$ cat src/rtl/ql_cycle_gen_pkg.sv
// Shared types and defaults for the QL cycle generator.
// duty_mask() gives the slot bits that must be zero for a CPU-owned phase.
package ql_cycle_pkg;

    typedef enum logic [1:0] {
        SPD_1X = 2'd0,
        SPD_2X = 2'd1,
        SPD_4X = 2'd2
    } speed_e;

    localparam int DEF_PHASE_W  = 3;
    localparam int DEF_SLOT_W   = 2;
    localparam int DEF_SD_DIV_W = 2;
    localparam int DEF_RTC_DIV  = 641;
    localparam int DEF_RST_LEN  = 4095;

    // A zero mask means every slot is CPU-owned.
    function automatic int unsigned duty_mask(input int unsigned spd, input int unsigned slot_w);
        if (spd >= slot_w) begin
            return 0;
        end
        return (32'd1 << (slot_w - spd)) - 32'd1;
    endfunction

endpackage

$ cat src/rtl/ql_reset_stretch.sv
// Reset stretcher: reloads to LEN on any request, counts down on tick,
// and holds rst_out until the count has drained.
module ql_reset_stretch #(
    parameter int LEN = 4095
) (
    input  logic clk,
    input  logic reset,
    input  logic req,
    input  logic tick,
    output logic rst_out
);

    localparam int CNT_W = (LEN > 0) ? $clog2(LEN + 1) : 1;

    logic [CNT_W-1:0] rst_cnt;

    always_ff @(posedge clk) begin
        if (reset || req) begin
            rst_cnt <= CNT_W'(LEN);
        end else if (tick && (rst_cnt != '0)) begin
            rst_cnt <= rst_cnt - 1'b1;
        end
    end

    always_ff @(posedge clk) begin
        if (reset) begin
            rst_out <= 1'b1;
        end else begin
            rst_out <= (rst_cnt != '0);
        end
    end

endmodule

$ cat src/rtl/ql_cycle_gen.sv
// Clock-enable, CPU slot and stretched-reset generator for the QL core.
// Optional pause input/paused output are built when QL_CYCLE_GEN_PAUSE_EN is defined.
module ql_cycle_gen
    import ql_cycle_pkg::*;
#(
    parameter int PHASE_W  = DEF_PHASE_W,
    parameter int SLOT_W   = DEF_SLOT_W,
    parameter int SD_DIV_W = DEF_SD_DIV_W,
    parameter int RTC_DIV  = DEF_RTC_DIV,
    parameter int RST_LEN  = DEF_RST_LEN
) (
    input  logic       clk,
    input  logic       reset,
    input  logic       ext_rst,
    input  logic [1:0] speed,
`ifdef QL_CYCLE_GEN_PAUSE_EN
    input  logic       pause,
    output logic       paused,
`endif
    output logic       ce_p,
    output logic       ce_n,
    output logic       ce_vid,
    output logic       ce_sd,
    output logic       ce_rtc,
    output logic       duty,
    output logic       sub_cycle,
    output logic       cpu_cycle,
    output logic       ce_bus_p,
    output logic       ce_bus_n,
    output logic [1:0] speed_cur,
    output logic       sys_reset
);

    localparam int DIV_W = PHASE_W + SLOT_W;
    localparam int HALF  = 1 << (PHASE_W - 1);
    localparam int RTC_W = (RTC_DIV > 1) ? $clog2(RTC_DIV) : 1;

    logic [DIV_W-1:0]   div;
    logic [PHASE_W-1:0] ph;
    logic [SLOT_W-1:0]  slot;
    logic [RTC_W-1:0]   rtc_cnt;
    logic               phase_start;
    logic               window_start;
    logic [1:0]         spd_req;
    logic [1:0]         spd_next;
    logic               duty_calc;
    int unsigned        mask;

    assign ph           = div[PHASE_W-1:0];
    assign slot         = div[DIV_W-1:PHASE_W];
    assign phase_start  = (ph == '0);
    assign window_start = phase_start && (slot == '0);

    // Speed only changes at a window boundary, so duty never sees a partial window.
    always_comb begin
        spd_req = speed;
        if (int'(speed) > SLOT_W) begin
            spd_req = 2'(SLOT_W);
        end
        spd_next = window_start ? spd_req : speed_cur;
    end

`ifdef QL_CYCLE_GEN_PAUSE_EN
    logic paused_next;
    assign paused_next = window_start ? pause : paused;

    always_comb begin
        mask      = duty_mask(32'(spd_next), SLOT_W);
        duty_calc = ((32'(slot) & mask) == 0) && !paused_next;
    end

    always_ff @(posedge clk) begin
        if (reset) begin
            paused <= 1'b0;
        end else begin
            paused <= paused_next;
        end
    end
`else
    always_comb begin
        mask      = duty_mask(32'(spd_next), SLOT_W);
        duty_calc = ((32'(slot) & mask) == 0);
    end
`endif

    always_ff @(posedge clk) begin
        if (reset) begin
            div       <= '0;
            ce_p      <= 1'b0;
            ce_n      <= 1'b0;
            ce_vid    <= 1'b0;
            ce_sd     <= 1'b0;
            speed_cur <= 2'd0;
            sub_cycle <= 1'b0;
            duty      <= 1'b0;
        end else begin
            div       <= div + 1'b1;
            ce_p      <= phase_start;
            ce_n      <= (ph == PHASE_W'(HALF));
            ce_vid    <= phase_start;
            ce_sd     <= (div[SD_DIV_W-1:0] == '0);
            speed_cur <= spd_next;
            if (window_start) begin
                sub_cycle <= (spd_next == SPD_1X) ? ~sub_cycle : 1'b1;
            end
            if (phase_start) begin
                duty <= duty_calc;
            end
        end
    end

    always_ff @(posedge clk) begin
        if (reset) begin
            rtc_cnt <= '0;
            ce_rtc  <= 1'b0;
        end else begin
            ce_rtc <= (rtc_cnt == '0);
            if (rtc_cnt == RTC_W'(RTC_DIV - 1)) begin
                rtc_cnt <= '0;
            end else begin
                rtc_cnt <= rtc_cnt + 1'b1;
            end
        end
    end

    assign cpu_cycle = duty & sub_cycle;
    assign ce_bus_p  = duty & ce_p;
    assign ce_bus_n  = duty & ce_n;

    ql_reset_stretch #(
        .LEN(RST_LEN)
    ) u_rst (
        .clk    (clk),
        .reset  (reset),
        .req    (ext_rst),
        .tick   (ce_p),
        .rst_out(sys_reset)
    );

endmodule
$ cat config.mk
export PLATFORM = sky130hd
export DESIGN_NAME = ql_cycle_gen
export DESIGN_NICKNAME = d
export VERILOG_FILES = /design/src/rtl/ql_cycle_gen_pkg.sv /design/src/rtl/ql_reset_stretch.sv /design/src/rtl/ql_cycle_gen.sv
export SDC_FILE = /design/constraint.sdc
export NUM_CORES = 1
export LEC_CHECK = 0
export CAP_MARGIN = 30
export CELL_PAD_IN_SITES_DETAIL_PLACEMENT = 1
export CELL_PAD_IN_SITES_GLOBAL_PLACEMENT = 2
export CORE_UTILIZATION = 35
export DETAILED_ROUTE_END_ITERATION = 8
export GPL_ROUTABILITY_DRIVEN = 0
export PLACE_DENSITY = 0.84
export SYNTH_ARGS = -nofsm -noshare
export SYNTH_HDL_FRONTEND = slang
export SYNTH_SLANG_ARGS = --single-unit
$ cat constraint.sdc
create_clock -name clk -period 2.7 [get_ports clk]
set_input_delay 0.405 -clock clk [delete_from_list [all_inputs] [get_ports clk]]
set_output_delay 0.405 -clock clk [all_outputs]
set_load 0.05 [all_outputs]
==> results.txt <==
- Final Net Count: between 200 and 250
- Fraction of synthesized cell area in xor and xnor cells: 0.0754
* Biggest area contributors in the synthesized netlist: sky130_fd_sc_hd__dfxtp_1, sky130_fd_sc_hd__xnor2_1, sky130_fd_sc_hd__nor2_1, sky130_fd_sc_hd__ha_1, sky130_fd_sc_hd__nand3_1
- # clock sinks: 36
- Top cell type's share of synthesized area: 0.443
- First-pass GRT wire length: between 6 and 7 mm
- Largest net degree at the start of global routing: 18
* Shortest clock period the worst path allows after layout: approximately 2.2 ns
* Crit path max-delay family: buffers and inverters
- The worst pin sits at a relative slew slack of 0.460.
* Register clock-pin slew on the reported worst setup and hold paths: around 0.080 ns
* Synthesized-area fraction occupied by adder cells: 0.0462
* Critical path's slowest cell: sky130_fd_sc_hd__clkdlybuf4s50_1
- met2 is the most crowded layer.
- Along the worst hold path, the cell count comes to 1.
- Inserted Clock Buffers: 5
- Wires add up to 3.42 mm.
* Reg2Reg Depth: 6
* Port buffer count: 17
- Power spread over the standard cell area amounts to a little over 600 mW/mm^2.
- By area, the combinational part of the netlist is dominated by simple AND/OR/NAND/NOR gates.
- Synthesis handed over a netlist of around 170 instances.
* Drt initial violations: 39
* # Max-Cap Violations: 0
- Along the worst path, the maximum fanout reaches 10.
* Critical path cell sequence: and2_2 -> clkdlybuf4s50_1
- Setup TNS: 0 ns
- Tot Pwr: around 0.0012 W
* Post-detailed-placement half-perimeter wirelength: 2.48 mm
- Sort of element at the end of the critical path: output port
- The number of antenna violations at the first check in global routing came to 0.
* Number of hold violations in the final report: 0
- 0 antenna diodes ended up in the layout.
- Once the clock tree was built, the setup fixing pass inserted 0 buffers.
- IR analysis of the VDD net gives a maximum drop of between 0.0002 and 0.0003 V.
- The filler cells instantiated in the layout total between 500 and 600.
- Summed over all cells, the static leakage comes to 0.767 nW.
* Pre-antenna DRT Iters: 4
- The run finished with clean final reports.
- Critical path data arrival time: 1.76 ns
* Routed length per placed instance: roughly 14 um
- Critical path start-end classification: reg2out
- Together, buffers and inverters on the worst path number 1.
- Clock Latency Late Sink: ~0.29 ns
- Routed via count: approximately 1.2k
- Global-route usage over all layers: 0.157
* GRT met2 Usage: 0.276
- Gates resized during post-CTS repair numbered 0.
* Tightest Pin Transition: about 0.8 ns
* Post-route DRC: 0
* Row Count: 24
- Worst Setup Start Kind: flip-flop
- Counting buffers and inverters, the worst setup path is 2 cells deep.
* Data required time at the worst endpoint: approximately 2.3 ns
- Number of levels in the clock H-tree: 2
* Fmax achieved: around 0.46 GHz
- Multiplexer fraction of the synthesized cell area: 0.00615
* CTS Hold Bufs: 0
* Worst setup skew after layout: 0.00861 ns
- Number of warning messages in the yosys log: 0
- No sink is reached through more buffers than the 2 on the longest clock path.
- After routing the design area is ~0.002 mm^2.
* Commonest cells after routing, fill and taps aside: sky130_fd_sc_hd__dfxtp_1, sky130_fd_sc_hd__nor2_1, sky130_fd_sc_hd__clkdlybuf4s50_1
- TritonCTS clock tree: yes
- The synthesized netlist contains 41 unique library cells.
* Synthesized area divided by synthesized cell count: about 9.5 um^2
* Global route overflow: 0
- Of the cells placed in the final design, the portion with a size suffix greater than 1 is 0.0938.
* Chip Height: between 70 and 80 um
* Layout overhead on the synthesized area: 20.0%
- Cell accounting for the most synthesized area: sky130_fd_sc_hd__dfxtp_1
- IO Pins: 18
- Of the total synthesized cell area, the portion taken by AND, OR, NAND and NOR gates is 0.282.
- Area inside the core boundary: ~0.0044 mm^2
- The synthesized netlist occupies a cell area of between 0.0015 and 0.002 mm^2.
- Post-synthesis net count: 182
- Horizontal die dimension: between 70 and 80 um
- In this run the worst hold path is classified as reg2reg.
- The number of slew-limit violations in the final report was 0.
- Unrepaired setup endpoints after global routing: no
- Initial core utilization: 0.368
- For this run, the slowest stage of the critical path takes slightly below 0.8 ns.
* Area post-placement: 0.00184 mm^2
- Seq cells post-synth: 36
* Via count normalized by instance count: 5.09
- Count of antenna-violating nets left after detailed routing: 0
* Via count of the first global-routing pass: 1263
- Sequential element share of the synthesized area: 0.443
- Setup-failing EPs final: 0
- The floorplan step defined a die boundary enclosing 0.00492 mm^2.
- Fin crit share: 0.800
- The library cell used most frequently in the layout, excluding fill and tap cells, is sky130_fd_sc_hd__dfxtp_1.
- Global routing usage on met1: 0.181
- Clock tree root driver cell: sky130_fd_sc_hd__clkbuf_8
* Area fraction in compound gates after synthesis: 0.106
* Routing usage on met3: 0.0476
-- registers in the layout, summed over array words and instances (netlist names) --
| register | count |
|---|---|
| div | 5 |
| ce_rtc | 1 |
| ce_n | 1 |
| ce_sd | 1 |
| u_rst.rst_out | 1 |
| duty | 1 |
| speed_cur | 2 |
| rtc_cnt | 10 |
| ce_vid | 1 |
| u_rst.rst_cnt | 12 |
| sub_cycle | 1 |
-- worst paths after layout --
kind	end	slack, ns	startpoint
max	ce_bus_p	0.54	ce_vid
min reg2reg	div[0]	0.47	div[0]
max reg2reg	u_rst.rst_cnt[1]	0.78	u_rst.rst_cnt[0]
min	div[0]	0.47	div[0]
-- layout make-up --
type	instances	area, um^2	share of cell area
Multi-Input combinational cell	119	840	0.430
Sequential cell	36	721	0.369
Timing Repair Buffer	18	178	0.0910
Clock buffer	6	72.6	0.0372
Tap cell	52	65.1	0.0333
Inverter	11	41.3	0.0212
Clock inverter	2	35.0	0.0179
-- cells by family (layout without fill, tap and decap cells) --
logic type | count (synthesis) | in the layout
adder cells (fa/ha/maj) | 6 | 6
AO/OA/AOI/OAI | 21 | 21
XOR/XNOR | 14 | 14
buffers and inverters | 16 | 37
AND/OR/NAND/NOR | 77 | 77
multiplexers | 1 | 1
flip-flops | 36 | 36
-- layer usage --
metal  share of wire  up-vias
met5               0        -
met2            0.52       15
met4           0.013        0
met3           0.031        7
met1            0.43      598
li1                -      623
-- cells in the mapped netlist --
library cell / number
sky130_fd_sc_hd__o21ai_1: 3
sky130_fd_sc_hd__or4b_1: 1
sky130_fd_sc_hd__and2_2: 1
sky130_fd_sc_hd__and3_1: 5
sky130_fd_sc_hd__a31oi_1: 2
sky130_fd_sc_hd__nor3_1: 7
sky130_fd_sc_hd__nand3b_1: 2
sky130_fd_sc_hd__a211o_1: 1
sky130_fd_sc_hd__xnor2_1: 10
sky130_fd_sc_hd__nor2b_1: 4
sky130_fd_sc_hd__nand3b_4: 1
sky130_fd_sc_hd__or3_4: 1
sky130_fd_sc_hd__ha_1: 6
sky130_fd_sc_hd__or2_2: 1
sky130_fd_sc_hd__dfxtp_1: 36
sky130_fd_sc_hd__nor3b_1: 1
sky130_fd_sc_hd__inv_1: 11
sky130_fd_sc_hd__a211oi_1: 1
sky130_fd_sc_hd__buf_2: 2
sky130_fd_sc_hd__or4b_4: 1
sky130_fd_sc_hd__a31o_1: 1
sky130_fd_sc_hd__nor2_1: 22
sky130_fd_sc_hd__clkbuf_1: 2
sky130_fd_sc_hd__a21o_1: 1
sky130_fd_sc_hd__a41oi_1: 1
sky130_fd_sc_hd__a2111oi_4: 1
sky130_fd_sc_hd__nor4_1: 2
sky130_fd_sc_hd__nand2b_1: 3
sky130_fd_sc_hd__nor4b_4: 1
sky130_fd_sc_hd__nand2_1: 8
sky130_fd_sc_hd__a2111oi_0: 3
sky130_fd_sc_hd__a21oi_1: 5
sky130_fd_sc_hd__buf_4: 1
sky130_fd_sc_hd__a211oi_2: 2
sky130_fd_sc_hd__nor4b_1: 2
sky130_fd_sc_hd__nand4_1: 1
sky130_fd_sc_hd__xor2_1: 4
sky130_fd_sc_hd__mux2i_1: 1
sky130_fd_sc_hd__nor4_4: 1
sky130_fd_sc_hd__nand3_1: 9
sky130_fd_sc_hd__and2_1: 3
-- where the power goes --
part           switching (W)  internal [W]
clock               0.000195      0.000274
sequential         0.0000191      0.000550
combinational      0.0000905     0.0000542
-- worst reg2reg max path, stage by stage (launching register included) --
cell and delay, ns:
sky130_fd_sc_hd__dfxtp_1 0.33, sky130_fd_sc_hd__inv_1 0.10, sky130_fd_sc_hd__ha_1 0.19, sky130_fd_sc_hd__nor4b_4 0.40
sky130_fd_sc_hd__nand3b_4 0.18, sky130_fd_sc_hd__a2111oi_0 0.47, sky130_fd_sc_hd__a41oi_1 0.09
-- stage by stage --
stage,hold slack [ns],util,worst slack (ns),instances
4_1_cts,0.477,0.442,0.526,244
5_1_grt,0.508,0.442,0.448,244
2_1_floorplan,0.430,-,0.749,171
6_report,0.469,0.442,0.539,244
3_5_place_dp,0.459,0.418,0.810,236
3_3_place_gp,0.439,0.418,0.874,236
Power figures use the tool's default switching activity.
